$ cat config.mk
export PLATFORM = sky130hd
export DESIGN_NAME = ir_freq_classifier
export DESIGN_NICKNAME = d
export VERILOG_FILES = /design/src/rtl/ir_freq_classifier.sv
export SDC_FILE = /design/constraint.sdc
export NUM_CORES = 1
export LEC_CHECK = 0
export CAP_MARGIN = 5
export CORE_ASPECT_RATIO = 1.2
export CORE_MARGIN = 2
export CORE_UTILIZATION = 63
export CTS_BUF_LIST = sky130_fd_sc_hd__clkbuf_8
export CTS_CLUSTER_SIZE = 16
export DETAILED_ROUTE_END_ITERATION = 8
export PLACE_DENSITY = 0.88
export SETUP_SLACK_MARGIN = 0.02
export SYNTH_ARGS = -nofsm -noshare
export SYNTH_HDL_FRONTEND = slang
export SYNTH_SLANG_ARGS = --single-unit
export TNS_END_PERCENT = 5
$ cat constraint.sdc
create_clock -name clk -period 6.2 [get_ports clk]
set_clock_uncertainty 0.1 [all_clocks]
set_input_delay 1.24 -clock clk [delete_from_list [all_inputs] [get_ports clk]]
set_output_delay 1.24 -clock clk [all_outputs]
set_load 0.01 [all_outputs]
$ cat src/rtl/ir_freq_classifier.sv
// N-channel IR beacon edge counter and band classifier with windowed stability filtering.
// Optional input deglitcher is enabled by defining IR_FREQ_GLITCH_FILTER_EN.
module ir_freq_classifier #(
  parameter int N_CH           = 2,
  parameter int CNT_W          = 12,
  parameter int GATE_CYCLES    = 10_000_000,
  parameter int SYNC_STAGES    = 2,
  parameter int STABLE_WINDOWS = 2,
  parameter int BAND0_MIN      = 90,
  parameter int BAND0_MAX      = 110,
  parameter int BAND1_MIN      = 900,
  parameter int BAND1_MAX      = 1100,
  parameter int GLITCH_CYCLES  = 3
) (
  input  logic                   clk,
  input  logic                   reset,
  input  logic [N_CH-1:0]        ir,
  output logic [N_CH*CNT_W-1:0]  count,
  output logic                   count_valid,
  output logic [N_CH*2-1:0]      code,
  output logic                   code_valid,
  output logic [N_CH-1:0]        code_change
);

  localparam int GATE_W = (GATE_CYCLES > 1) ? $clog2(GATE_CYCLES) : 1;
  localparam int STAB_W = $clog2(STABLE_WINDOWS + 1);
  localparam logic [GATE_W-1:0] GATE_LAST = GATE_W'(GATE_CYCLES - 1);
  localparam logic [STAB_W-1:0] STAB_MAX  = STAB_W'(STABLE_WINDOWS);
  localparam logic [CNT_W-1:0]  CNT_MAX   = '1;

  logic [GATE_W-1:0] gate_q, gate_d;
  logic              term;
  logic              count_valid_q, code_valid_q;

  always_comb begin
    term   = (gate_q == GATE_LAST);
    gate_d = term ? '0 : gate_q + GATE_W'(1);
  end

  // Stage 1 fires the cycle after the terminal gate count, stage 2 one cycle later.
  always_ff @(posedge clk) begin
    if (!reset) begin
      gate_q        <= '0;
      count_valid_q <= 1'b0;
      code_valid_q  <= 1'b0;
    end else begin
      gate_q        <= gate_d;
      count_valid_q <= term;
      code_valid_q  <= count_valid_q;
    end
  end

  assign count_valid = count_valid_q;
  assign code_valid  = code_valid_q;

`ifndef IR_FREQ_GLITCH_FILTER_EN
  logic unused_glitch_cfg;
  assign unused_glitch_cfg = (GLITCH_CYCLES > 0);
`endif

  genvar gi;
  generate
    for (gi = 0; gi < N_CH; gi++) begin : g_ch
      logic [SYNC_STAGES-1:0] sync_q;
      logic                   level;
      logic                   prev_q;
      logic                   edge_det;
      logic [CNT_W-1:0]       edge_cnt_q, edge_cnt_d;
      logic [CNT_W-1:0]       cnt_lat_q;
      logic [31:0]            cnt_ext;
      logic [1:0]             cand, prev_cand_q, code_q;
      logic [STAB_W-1:0]      stab_q, stab_d;
      logic                   commit;
      logic                   chg_q;

      always_ff @(posedge clk) begin
        if (!reset) sync_q <= '0;
        else        sync_q <= {sync_q[SYNC_STAGES-2:0], ir[gi]};
      end

`ifdef IR_FREQ_GLITCH_FILTER_EN
      localparam int GW = $clog2(GLITCH_CYCLES + 1);
      logic          filt_q;
      logic [GW-1:0] gcnt_q;

      // Filtered level follows the synced input only after GLITCH_CYCLES disagreeing cycles in a row.
      always_ff @(posedge clk) begin
        if (!reset) begin
          filt_q <= 1'b0;
          gcnt_q <= '0;
        end else if (sync_q[SYNC_STAGES-1] != filt_q) begin
          if (gcnt_q == GW'(GLITCH_CYCLES - 1)) begin
            filt_q <= ~filt_q;
            gcnt_q <= '0;
          end else begin
            gcnt_q <= gcnt_q + GW'(1);
          end
        end else begin
          gcnt_q <= '0;
        end
      end
      assign level = filt_q;
`else
      assign level = sync_q[SYNC_STAGES-1];
`endif

      always_comb begin
        edge_det   = level & ~prev_q;
        edge_cnt_d = (edge_det && (edge_cnt_q != CNT_MAX)) ? edge_cnt_q + CNT_W'(1) : edge_cnt_q;
        cnt_ext    = 32'(cnt_lat_q);
        if (cnt_lat_q == CNT_MAX)
          cand = 2'd3;
        else if (cnt_ext >= $unsigned(BAND0_MIN) && cnt_ext <= $unsigned(BAND0_MAX))
          cand = 2'd1;
        else if (cnt_ext >= $unsigned(BAND1_MIN) && cnt_ext <= $unsigned(BAND1_MAX))
          cand = 2'd2;
        else if (cnt_lat_q == '0)
          cand = 2'd0;
        else
          cand = 2'd3;
        if (cand == prev_cand_q)
          stab_d = (stab_q == STAB_MAX) ? stab_q : stab_q + STAB_W'(1);
        else
          stab_d = STAB_W'(1);
        commit = (stab_d == STAB_MAX) && (cand != code_q);
      end

      always_ff @(posedge clk) begin
        if (!reset) begin
          prev_q      <= 1'b0;
          edge_cnt_q  <= '0;
          cnt_lat_q   <= '0;
          prev_cand_q <= 2'd0;
          stab_q      <= '0;
          code_q      <= 2'd0;
          chg_q       <= 1'b0;
        end else begin
          prev_q <= level;
          // An edge seen in the terminal cycle still belongs to the closing window.
          if (term) begin
            cnt_lat_q  <= edge_cnt_d;
            edge_cnt_q <= '0;
          end else begin
            edge_cnt_q <= edge_cnt_d;
          end
          chg_q <= 1'b0;
          if (count_valid_q) begin
            prev_cand_q <= cand;
            stab_q      <= stab_d;
            chg_q       <= commit;
            if (commit) code_q <= cand;
          end
        end
      end

      assign count[gi*CNT_W +: CNT_W] = cnt_lat_q;
      assign code[gi*2 +: 2]          = code_q;
      assign code_change[gi]          = chg_q;
    end
  endgenerate

endmodule

==> results.md <==
- Synthesized area: 4110 um^2
- Global router's overall resource usage: 24.7%
- Hold Path Class: register to register
- Fin. Hold Viols: 0
- Final non-filler cell total: 581
- Mux share of post-synthesis cell area: 3.22%
- P_leak: 1.63 nW
- Largest family of logic cells by synthesized area: simple AND/OR/NAND/NOR gates
- Filler cells: 434
- Worst path cell trace: clkdlybuf4s50_1
- CP required: 4.86 ns
- Die area: 7200 um^2
- TritonCTS clock tree: yes
- Area leader, netlist: dfxtp_1
- H-tree depth: 3
- Final net count: 500
- Flop pwr share: 55.9%
- Buf+Inv Stages, Crit Path: 1
- Logic pwr share: 1.9%
- Worst R2R Start: gate_q[0]
- Crit path launch: count_valid
- #FFs+latches synth: 94
- Post-CTS Repair Setup Buffers: 0
- Core box area: 6370 um^2
- Layout cell share with drive strength beyond 1: 6.45%
- Largest net degree at the start of global routing: 48
- Final wirelength: 8.14 mm
- Worst Tran Pin Value: 0.992 ns
- Xor-xnor portion of the synthesized cell area: 9.55%
- Overall Power: 1.09 mW
- Critical setup path kind: register to primary output
- VDD IR-drop max: 0.000186 V
- # diodes: 0
- CP endpoint: count_valid
- Setup_tns: 0 ns
- Clock Power Share: 42.2%
- Net Sw Frac: 20.9%
- First-pass GRT wire length: 14.1 mm
- Max Slew Vio Count: 0
- Final setup fails: 0
- Post-synthesis compound-gate area fraction: 10.5%
- Post-route ant nets: 0
- Simple-gate share of the synthesized area: 25.9%
- Adder-cell share of the synthesized area: 1.52%
- RSZ-0062 raised after global routing: no
- Net Switching: 0.228 mW
- Clock slew at reported path FFs: 0.09 ns
- DR vias: 3268
- Starting Density: 64.6%
- Syn_nets: 471
- DR iter-0 viols: 194
- Initial antenna violation count: 0
- Placer Congestion: 0.763
- Clock Tree Buf Depth: 2
- Synth Flop Type: dfxtp_1
- # DRC: 0
- Post-cts repair resize count: 0
- Clk Latency, worst-skew pair: 0.36 ns
- IO buf count: 35
- Worst-case reg-to-reg path depth: 9
- Vias per cell: 5.62
- DRT Pass-1 Iters: 4
- RR Endpoint: gate_q[23]
- Total CTS buffers: 9
- Outcome: complete, no violations
- DP Area: 4500 um^2
- Vert. Die Dim: 92.5 um
- Dpl cells: 565
- CTS Sinks: 94
- Top cell type's share of synthesized area: 45.7%
- Cell area after layout: 4730 um^2
- Slowest cell on the critical path: dfxtp_1
- # rows: 32
- Register-to-register setup slack: 3.33 ns
- Die W: 77.8 um
- Routed wire per std cell: 14.0 um
- Post-synth EDFFs: 0
- Post-synthesis sequential area ratio: 45.7%
- Clk root buf: clkbuf_8
- Area growth syn-to-layout: 15.1%
- Most common cell after layout, fill and taps aside: dfxtp_1
- Fmax: 338 MHz
- Most frequent cells in the layout: 94 x dfxtp_1, 90 x nor2_1, 35 x clkdlybuf4s50_1
- Largest stage delay, worst path: 0.63 ns
- Stages on worst setup path: 1
- Distinct cells, synth: 51
- Max-cap violations: 0
- Final worst-path cycle share: 47.7%
- Detailed placer's ending HPWL: 5.54 mm
- Vias in the first global route: 3232
- # IOs: 36
- Mean post-synth cell area: 8.90 um^2
- Hold-fix buffers, CTS: 0
- Fin crit period: 2.96 ns
- Most area-consuming cells after synthesis: dfxtp_1 46%, nor2_1 8.2%, xnor2_1 4.9%
- Async SR Flop Fraction: 0%
- CP top delay family: flip-flops
- Setup crit end kind: primary output
- CP Data Arrival Time: 1.62 ns
- Global route overflow: 0
- Mapped Cells: 462
- Pwr/cell area: 231 nW/um^2
- Int Power: 0.863 mW
- Synth warnings: 0
- Worst-path fanout max: 13
- Fin util: 74.4%
- Crit start category: register
- Rel. slew slack: 33.8%
power by group through the flow:
stage,clock [mW],combinational [mW],sequential [mW]
after floorplan,0,0.0159,0.624
after global placement,0,0.0200,0.624
after detailed placement,0,0.0206,0.624
after CTS,0.460,0.0208,0.610
after global routing,0.490,0.0241,0.611
final,0.460,0.0206,0.610
flip-flops by register name, indices dropped and copies added, names as in the netlist:
name and flops:
g_ch.prev_q 2, g_ch.prev_cand_q 4, g_ch.sync_q 4, g_ch.cnt_lat_q 24, count_valid 1, g_ch.code_q 4, g_ch.chg_q 2, code_valid 1
g_ch.edge_cnt_q 24, gate_q 24, g_ch.stab_q 4
how the worst min path moves through the flow:
stage,start,end,cells after the start
after detailed placement,g_ch[1].sync_q[0],g_ch[1].sync_q[1],1
after global routing,g_ch[1].sync_q[1],g_ch[1].prev_q,1
after floorplan,g_ch[0].sync_q[0],g_ch[0].sync_q[1],1
final,g_ch[1].sync_q[0],g_ch[1].sync_q[1],1
after global placement,g_ch[1].sync_q[0],g_ch[1].sync_q[1],1
after CTS,g_ch[1].sync_q[0],g_ch[1].sync_q[1],1
cells by family (layout without fill, tap and decap cells):
logic type,after synthesis,in the layout
flops,94,94
fa+ha+maj,5,5
compound gates,56,56
mux,13,13
simple gates,216,216
buf+inv,34,68
xor+xnor,44,44
through the flow:
| step | hold WS, ns | setup slack [ns] |
|---|---|---|
| after global routing | 0.377 | 3.07 |
| after global placement | 0.319 | 3.00 |
| after floorplan | 0.312 | 4.05 |
| final | 0.348 | 3.24 |
| after detailed placement | 0.323 | 2.91 |
| after CTS | 0.347 | 3.22 |
area by class of cell:
| class | instances | area, um^2 | share of cell area, % |
|---|---|---|---|
| Multi-Input combinational cell | 334 | 2090 | 44.2 |
| Sequential cell | 94 | 1880 | 39.7 |
| Timing Repair Buffer | 37 | 365 | 7.72 |
| Clock buffer | 11 | 151 | 3.20 |
| Tap cell | 85 | 106 | 2.25 |
| Clock inverter | 5 | 81.3 | 1.72 |
| Inverter | 15 | 56.3 | 1.19 |
routing by layer:
| layer | GRT usage [%] | vias up | wire length [um] |
|---|---|---|---|
| li1 | - | 1652 | - |
| met1 | 27.3 | 1541 | 3480 |
| met2 | 44.5 | 58 | 4180 |
| met3 | 5.56 | 17 | 271 |
| met4 | 11.3 | 0 | 211 |
| met5 | 0 | - | 0 |
Yosys cell counts (all sizes together), types with 3 or more instances:
master / number
nor4: 7
and4: 3
a211oi: 22
nand2b: 6
buf: 12
nand2: 30
nand4b: 3
xnor2: 23
ha: 5
nand4: 8
nor2: 90
xor2: 21
a21oi: 10
clkbuf: 7
or3: 4
and3: 9
nand3: 26
nor2b: 4
and2: 12
o21ai: 8
dfxtp: 94
nor3: 8
inv: 15
mux2i: 11
No activity file was read; power rests on OpenSTA's default activity.
